$ cat config.mk
export PLATFORM = sky130hd
export DESIGN_NAME = prog_counter
export DESIGN_NICKNAME = d
export VERILOG_FILES = /design/src/rtl/prog_counter_pkg.sv /design/src/rtl/prog_counter_ctrl.sv /design/src/rtl/prog_counter.sv
export SDC_FILE = /design/constraint.sdc
export NUM_CORES = 1
export LEC_CHECK = 0
export BUFFER_PORTS_ARGS = -buffer_cell sky130_fd_sc_hd__clkbuf_2
export CAP_MARGIN = 5
export CORE_MARGIN = 5
export CORE_UTILIZATION = 40
export CTS_BUF_LIST = sky130_fd_sc_hd__clkbuf_8
export CTS_CLUSTER_DIAMETER = 100
export DETAILED_ROUTE_END_ITERATION = 16
export PLACE_DENSITY_LB_ADDON = 0.25
export SLEW_MARGIN = 40
export SYNTH_ARGS = -nofsm -noshare
export SYNTH_HDL_FRONTEND = slang
export SYNTH_SLANG_ARGS = --single-unit
export TNS_END_PERCENT = 1
$ cat constraint.sdc
create_clock -name clk -period 2.7 [get_ports clk]
set_clock_uncertainty 0.1 [all_clocks]
set_input_delay 0.27 -clock clk [delete_from_list [all_inputs] [get_ports clk]]
set_output_delay 0.27 -clock clk [all_outputs]
set_load 0.01 [all_outputs]
$ cat src/rtl/prog_counter_pkg.sv
// prog_counter shared types.
// Mode encodings and one-shot FSM states.
package prog_counter_pkg;

  localparam logic [1:0] MODE_WRAP    = 2'b00;
  localparam logic [1:0] MODE_SAT     = 2'b01;
  localparam logic [1:0] MODE_ONESHOT = 2'b10;

  typedef enum logic [1:0] {
    IDLE = 2'b00,
    RUN  = 2'b01,
    DONE = 2'b10
  } state_t;

endpackage

$ cat src/rtl/prog_counter_ctrl.sv
// One-shot sequencer for prog_counter.
// Produces busy and the count-hold qualifier.
module prog_counter_ctrl
  import prog_counter_pkg::*;
(
  input  logic clk,
  input  logic rst,
  input  logic oneshot,
  input  logic load,
  input  logic term,
  output logic busy,
  output logic hold
);

  state_t state;
  state_t state_nxt;

  always_ff @(posedge clk or posedge rst) begin
    if (rst) state <= IDLE;
    else     state <= state_nxt;
  end

  always_comb begin
    state_nxt = state;
    if (!oneshot) begin
      state_nxt = IDLE;
    end else begin
      unique case (state)
        IDLE:    if (load) state_nxt = RUN;
        RUN: begin
          if (load)      state_nxt = RUN;
          else if (term) state_nxt = DONE;
        end
        DONE:    if (load) state_nxt = RUN;
        default: state_nxt = IDLE;
      endcase
    end
  end

  assign busy = (state == RUN);
  // outside RUN a one-shot counter ignores en
  assign hold = oneshot && (state != RUN);

endmodule

$ cat src/rtl/prog_counter.sv
// Programmable up/down counter/timer with
// wrap, saturate and one-shot modes.
module prog_counter #(
  parameter int WIDTH = 4
) (
  input  logic             clk,
  input  logic             rst,
  input  logic             en,
  input  logic             up_dn,
  input  logic             load,
  input  logic [WIDTH-1:0] load_val,
  input  logic [WIDTH-1:0] max_val,
  input  logic [1:0]       mode,
  input  logic             clr_ovf,
  output logic [WIDTH-1:0] count,
  output logic             tc,
  output logic             ovf,
  output logic             busy
);

  import prog_counter_pkg::*;

  logic             oneshot;
  logic             stop;
  logic             hold;
  logic             act;
  logic             at_end;
  logic             term;
  logic [WIDTH-1:0] count_nxt;

  assign oneshot = (mode == MODE_ONESHOT);
  assign stop    = oneshot || (mode == MODE_SAT);
  assign act     = en && !load && !hold;
  // >= so a runtime-lowered max_val still ends the count
  assign at_end  = up_dn ? (count >= max_val)
                         : (count == '0);
  assign term    = act && at_end;

  prog_counter_ctrl u_ctrl (
    .clk     (clk),
    .rst     (rst),
    .oneshot (oneshot),
    .load    (load),
    .term    (term),
    .busy    (busy),
    .hold    (hold)
  );

  always_comb begin
    count_nxt = count;
    unique case (1'b1)
      load: count_nxt = load_val;
      term: begin
        if (!stop)
          count_nxt = up_dn ? '0 : max_val;
      end
      (act && !at_end): begin
        count_nxt = up_dn ? count + WIDTH'(1)
                          : count - WIDTH'(1);
      end
      default: ;
    endcase
  end

  always_ff @(posedge clk or posedge rst) begin
    if (rst) begin
      count <= '0;
      tc    <= 1'b0;
      ovf   <= 1'b0;
    end else begin
      count <= count_nxt;
      tc    <= term;
      if (term)         ovf <= 1'b1;
      else if (clr_ovf) ovf <= 1'b0;
    end
  end

endmodule

==> results of run 1 <==
==> metal layers <==
metal,wire (um),track usage (%)
met5,0,0
met4,0,7.17
met3,68,2.33
met2,718,19.5
met1,647,16.9
==> stage by stage <==
| step | cell area, um2 | setup WS (ns) | utilization, % | std cells | hold slack, ns |
|---|---|---|---|---|---|
| floorplan | 677 | 0.552 | - | 75 | -0.0143 |
| global placement | 796 | 0.503 | 51.0 | 112 | 0.101 |
| detailed placement | 796 | 0.438 | 51.0 | 112 | 0.0988 |
| CTS | 847 | 0.440 | 54.3 | 116 | 0.145 |
| global route | 847 | 0.301 | 54.3 | 116 | 0.172 |
| finish | 847 | 0.435 | 54.3 | 116 | 0.143 |
==> sequential cells by signal, indices dropped and copies added, names as in the netlist <==
register      cells
tc                1
ovf               1
count             4
u_ctrl.state      2
==> worst paths after layout <==
check | start | slack (ns) | to | cells after the start
setup / recovery | count[0]$_DFFE_PP0P_ | 0.43 | count[2]$_DFFE_PP0P_ | 7
hold / removal | clr_ovf | 0.14 | ovf$_DFFE_PP0P_ | 2
setup reg to reg | count[0]$_DFFE_PP0P_ | 0.43 | count[2]$_DFFE_PP0P_ | 7
hold reg to reg | ovf$_DFFE_PP0P_ | 0.44 | ovf$_DFFE_PP0P_ | 2
max in group asynchronous | rst | 1.88 | count[3]$_DFFE_PP0P_ | 3
min in group asynchronous | rst | 0.40 | u_ctrl.state[0]$_DFFE_PP0P_ | 3
==> cells in the final DEF (no fill, tap or decap), drive strengths merged, types with 2 or more instances in the layout <==
master / count
o221ai: 3
a21oi: 5
nor3b: 2
clkbuf: 25
nor2: 2
ha: 7
mux2: 3
dfrtp: 8
inv: 14
nand2: 10
and2b: 2
==> critical path, stage by stage, from the launching register on <==
cell,delay (ns)
dfrtp_1,0.42
inv_1,0.10
ha_1,0.29
nor3b_1,0.05
o2111a_1,0.28
o31ai_1,0.30
and2b_1,0.25
mux2_2,0.36
==> logic make-up (layout without fill, tap and decap cells) <==
logic type | Yosys count | after routing
xor+xnor | 2 | 2
flops | 8 | 8
compound gates | 17 | 17
mux | 3 | 3
fa+ha+maj | 8 | 8
buf+inv | 15 | 40
simple gates | 22 | 22
==> cell type report <==
cell class | instances | share of cell area, %
timing repair buffer | 23 | 14.2
multi-input combinational | 52 | 48.7
sequential | 8 | 23.6
tap | 16 | 2.36
clock buffer | 3 | 4.87
inverter | 14 | 6.20
==> where the power goes <==
part | leakage (nW) | internal [mW] | switching, mW | total, mW
registers | 0.102 | 0.134 | 0.0188 | 0.153
clock network | 0.0216 | 0.0959 | 0.0397 | 0.136
logic | 0.332 | 0.0693 | 0.0721 | 0.141
==> what timing repair did <==
item,in CTS,in global routing
setup buffers,0,0
hold buffers,1,0
gates resized for setup,0,0
endpoints found under the hold margin,8,0
==> impl_metrics.json, run 1 <==
{
  "status": "completed",
  "grt_first_pass_wirelength_um": 2550,
  "setup_tns_ns": 0,
  "start_kind": "flop",
  "synthMuxAreaShare_pct": 4.99,
  "ctsLongestPathBuffers": 2,
  "row_count": 14,
  "vias_per_cell": 5.23,
  "yosysSeqAreaShare_pct": 29.6,
  "gp_congestion": 0.760,
  "leakagePower_nw": 0.456,
  "dieWidth_um": 51.1,
  "rsz0062_at_grt": "false",
  "peakVddDrop_v": 0.000314,
  "cp_max_fo": 6,
  "synth-compound-area-share_pct": 19.6,
  "coreArea_um2": 1560,
  "routedWlPerCell_um": 12.4,
  "dp_hpwl_um": 1260,
  "timing.fmax_ghz": 0.441,
  "diodes": 0,
  "cts_tree": "built",
  "io_pins": 23,
  "ys_top_cells_by_area": "dfrtp_1, ha_1, inv_1, nand2_1, mux2_2",
  "clk_pin_slew_ns": 0.04,
  "die_height_um": 51.1,
  "start_util_pct": 43.4,
  "nets": 126,
  "wl_um": 1430,
  "grtUsageTotal_pct": 12.8,
  "finalSetupViolCount": 0,
  "areaGrowthSynthToFinish_pct": 25.1,
  "synth_edf_count": 0,
  "hold_viol": 0,
  "yosysTopAreaCell": "dfrtp_1",
  "grt_pass1_vias": 616,
  "avgSynthCellArea_um2": 9.03,
  "worst_slew_pin_slew_ns": 0.304,
  "ff_latch_area_um2": 200,
  "drc": 0,
  "drv_slew": 0,
  "max-cap-violations": 0,
  "yosysUniqueCellTypes": 32,
  "drtIter0Drc": 2,
  "grt_max_degree": 11,
  "synth.ff_latch_count": 8,
  "clockRootBuffer": "clkbuf_8",
  "min_period_ns": 2.27,
  "fin_crit_sh_pct": 83.9,
  "cts-buffers-inserted": 3,
  "dr.pass1.iters": 2,
  "synth_top_family_by_area": "compound AO/OA/AOI/OAI gates",
  "synthSimpleGateAreaFrac_pct": 17.9,
  "max_slew_margin_pct": 79.5,
  "clock_latency_ns": 0.22,
  "yosysTopAreaCellShare_pct": 29.6,
  "synthFlopType": "dfrtp_1",
  "htree_levels": 1,
  "synthArstFlopShare_pct": 100,
  "powerDensity_nw_per_um2": 507,
  "hold_class": "in -> reg",
  "cp.required_ns": 2.70,
  "cp.arrival_ns": 2.27,
  "yosysWarnings": 0,
  "syn_area_um2": 677,
  "drive_above_1_share_pct": 34.0,
  "yosys-top-cells-count": "inv_1, nand2_1, dfrtp_1",
  "multi_input_area_um2": 413,
  "antenna_found_initial": 0,
  "total_power_uw": 430,
  "port-buffer-count": 22,
  "synthAdderAreaFrac_pct": 15.9,
  "die_area_um2": 2610,
  "ant_nets": 0,
  "synth_nets": 99,
  "overflow": 0,
  "synth_most_common_cell": "inv_1",
  "cp-end-kind": "flop",
  "cts_sinks": 8,
  "dr_total_vias": 607,
  "synth-xor-area-share_pct": 2.59,
  "fillers": 147,
  "path_class": "reg -> reg",
  "synth_cells": 75
}
(Power assumes the default switching activity.)
==> run 2: changes to the inputs <==
- ABC_AREA: unset -> 1
- clock period: 2.7 -> 1.98 ns (I/O delays scaled with it)
==> impl_metrics.json, run 2 <==
{
  "dr_total_vias": 741,
  "cp.required_ns": 1.99,
  "nets": 165,
  "dr.pass1.iters": 4,
  "coreArea_um2": 1900,
  "largest_reg_flops": 4,
  "synth.ff_latch_count": 8,
  "cp.arrival_ns": 1.71,
  "cts_sinks": 8,
  "hold_viol": 0,
  "synthArstFlopShare_pct": 100,
  "vias_per_cell": 4.46,
  "yosys-top-cells-count": "nand2_1, inv_1, nand3_1",
  "synth_edf_count": 0,
  "antenna_found_initial": 0,
  "max-cap-violations": 0,
  "overflow": 0,
  "worst_slew_pin_slew_ns": 0.318,
  "status": "completed",
  "clock_latency_ns": 0.22,
  "htree_levels": 1,
  "cts_tree": "built",
  "drive_above_1_share_pct": 30.2,
  "yosysTopAreaCell": "dfrtp_1",
  "grt_pass1_vias": 736,
  "drtIter0Drc": 11,
  "place_area_um2": 923,
  "wl_um": 1670,
  "yosysSeqAreaShare_pct": 25.7,
  "dp_hpwl_um": 1410,
  "ys_top_cells_by_area": "dfrtp_1, nand2_1, ha_1, inv_1, nand3_1",
  "min_period_ns": 1.70,
  "row_count": 16,
  "ctsLongestPathBuffers": 2,
  "drc": 0,
  "leakagePower_nw": 0.586,
  "reg.largest.list": "count: 4 flops, u_ctrl.state: 2 flops",
  "gp_congestion": 0.772,
  "cp_max_fo": 5,
  "post_cts_buffers": 0,
  "max_slew_margin_pct": 78.7,
  "routedWlPerCell_um": 10.0,
  "die_height_um": 54.1,
  "powerDensity_nw_per_um2": 651,
  "drv_slew": 0,
  "fin_crit_sh_pct": 85.8,
  "synth_cells": 113,
  "start_util_pct": 41.0,
  "hold_class": "in -> reg",
  "yosysUniqueCellTypes": 24,
  "clockRootBuffer": "clkbuf_8",
  "yosysTopAreaCellShare_pct": 25.7,
  "cts-buffers-inserted": 3,
  "grt_first_pass_wirelength_um": 2950,
  "start_kind": "flop",
  "avgSynthCellArea_um2": 6.90,
  "final_cell_mix": "nand2_1, inv_1, clkbuf_2",
  "synthFlopType": "dfrtp_1",
  "port-buffer-count": 22,
  "yosysWarnings": 0,
  "setup_tns_ns": 0,
  "final_common_cell": "nand2_1",
  "cts_resized": 0,
  "timing.fmax_ghz": 0.589,
  "cp-end-kind": "flop",
  "ant_nets": 0,
  "io_pins": 23,
  "areaGrowthSynthToFinish_pct": 25.0,
  "final_cell_area_um2": 975,
  "synth_nets": 137,
  "die_area_um2": 2930,
  "path_class": "reg -> reg",
  "peakVddDrop_v": 0.000523,
  "clk_pin_slew_ns": 0.04,
  "diodes": 0,
  "dieWidth_um": 54.1,
  "top_register": "count",
  "syn_area_um2": 779,
  "finalSetupViolCount": 0,
  "grt_max_degree": 10,
  "synth_most_common_cell": "nand2_1",
  "grtUsageTotal_pct": 13.8,
  "rsz0062_at_grt": "false",
  "total_power_uw": 635
}
==> run 2: path summary, 6_finish.rpt <==
path / start / to / slack [ns] / cells after the start
max in group asynchronous: rst / ovf$_DFFE_PP0P_ / 1.21 / 3
min: clr_ovf / ovf$_DFFE_PP0P_ / 0.08 / 2
max reg2reg: count[0]$_DFFE_PP0P_ / count[0]$_DFFE_PP0P_ / 0.28 / 13
min reg2reg: u_ctrl.state[0]$_DFFE_PP0P_ / u_ctrl.state[1]$_DFFE_PP0P_ / 0.41 / 1
min in group asynchronous: rst / count[3]$_DFFE_PP0P_ / 0.35 / 3
max: count[0]$_DFFE_PP0P_ / count[0]$_DFFE_PP0P_ / 0.28 / 13
==> run 2: where the power goes <==
| group | internal (mW) | leakage (nW) | switching, mW |
|---|---|---|---|
| logic | 0.0976 | 0.461 | 0.143 |
| registers | 0.182 | 0.103 | 0.0218 |
| clock network | 0.131 | 0.0216 | 0.0593 |
==> run 2: kinds of logic after synthesis <==
kind of cell	after synthesis	share of synthesized area (%)
AO/OA/AOI/OAI	7	7.38
adder cells (fa/ha/maj)	8	13.8
AND/OR/NAND/NOR	60	36.9
flip-flops	8	25.7
XOR/XNOR	2	2.25
buffers and inverters	28	14.0
==> run 2: critical path, cell delays in order (launching register included) <==
cell and delay [ns]:
dfrtp_1 0.39, inv_2 0.08, ha_1 0.28, inv_1 0.03, nand2_1 0.04, nand2_1 0.04
nand2_1 0.08, nand2_1 0.07, nand2_2 0.09, nand3_2 0.07, nand2_2 0.11, nand2_2 0.09
nand2_1 0.06, nand2_1 0.04
==> run 2: timing repair <==
item | CTS | global route
endpoints found under the setup margin | 0 | 0
hold endpoints to repair | 8 | 0
hold buffers | 1 | 0
==> run 2: per-stage QoR <==
step | util (%) | worst slack, ns | cells | hold slack, ns
2_1_floorplan | - | 0.402 | 113 | -0.0863
3_3_place_gp | 48.6 | 0.292 | 162 | 0.0331
3_5_place_dp | 48.6 | 0.279 | 162 | 0.0345
4_1_cts | 51.2 | 0.271 | 166 | 0.0767
5_1_grt | 51.2 | 0.151 | 166 | 0.109
6_report | 51.2 | 0.281 | 166 | 0.0791
==> run 2: per-layer routing <==
layer  share of wire (%)  vias up  wire length [um]  track usage, %
li1                    -      402                 -               -
met1                  48      321               802            16.7
met2                  48       18               801            22.9
met3                 3.8        0                64            4.43
met4                   0        0                 0            4.15
met5                   0        -                 0               0
==> run 2: area by class of cell <==
cell class | count | area [um2]
fillers | 206 | 927
multi-input cells | 77 | 470
flip-flops and latches | 8 | 200
repair buffers | 23 | 120
inverters | 28 | 109
clock buffers | 3 | 41.3
well taps | 27 | 33.8
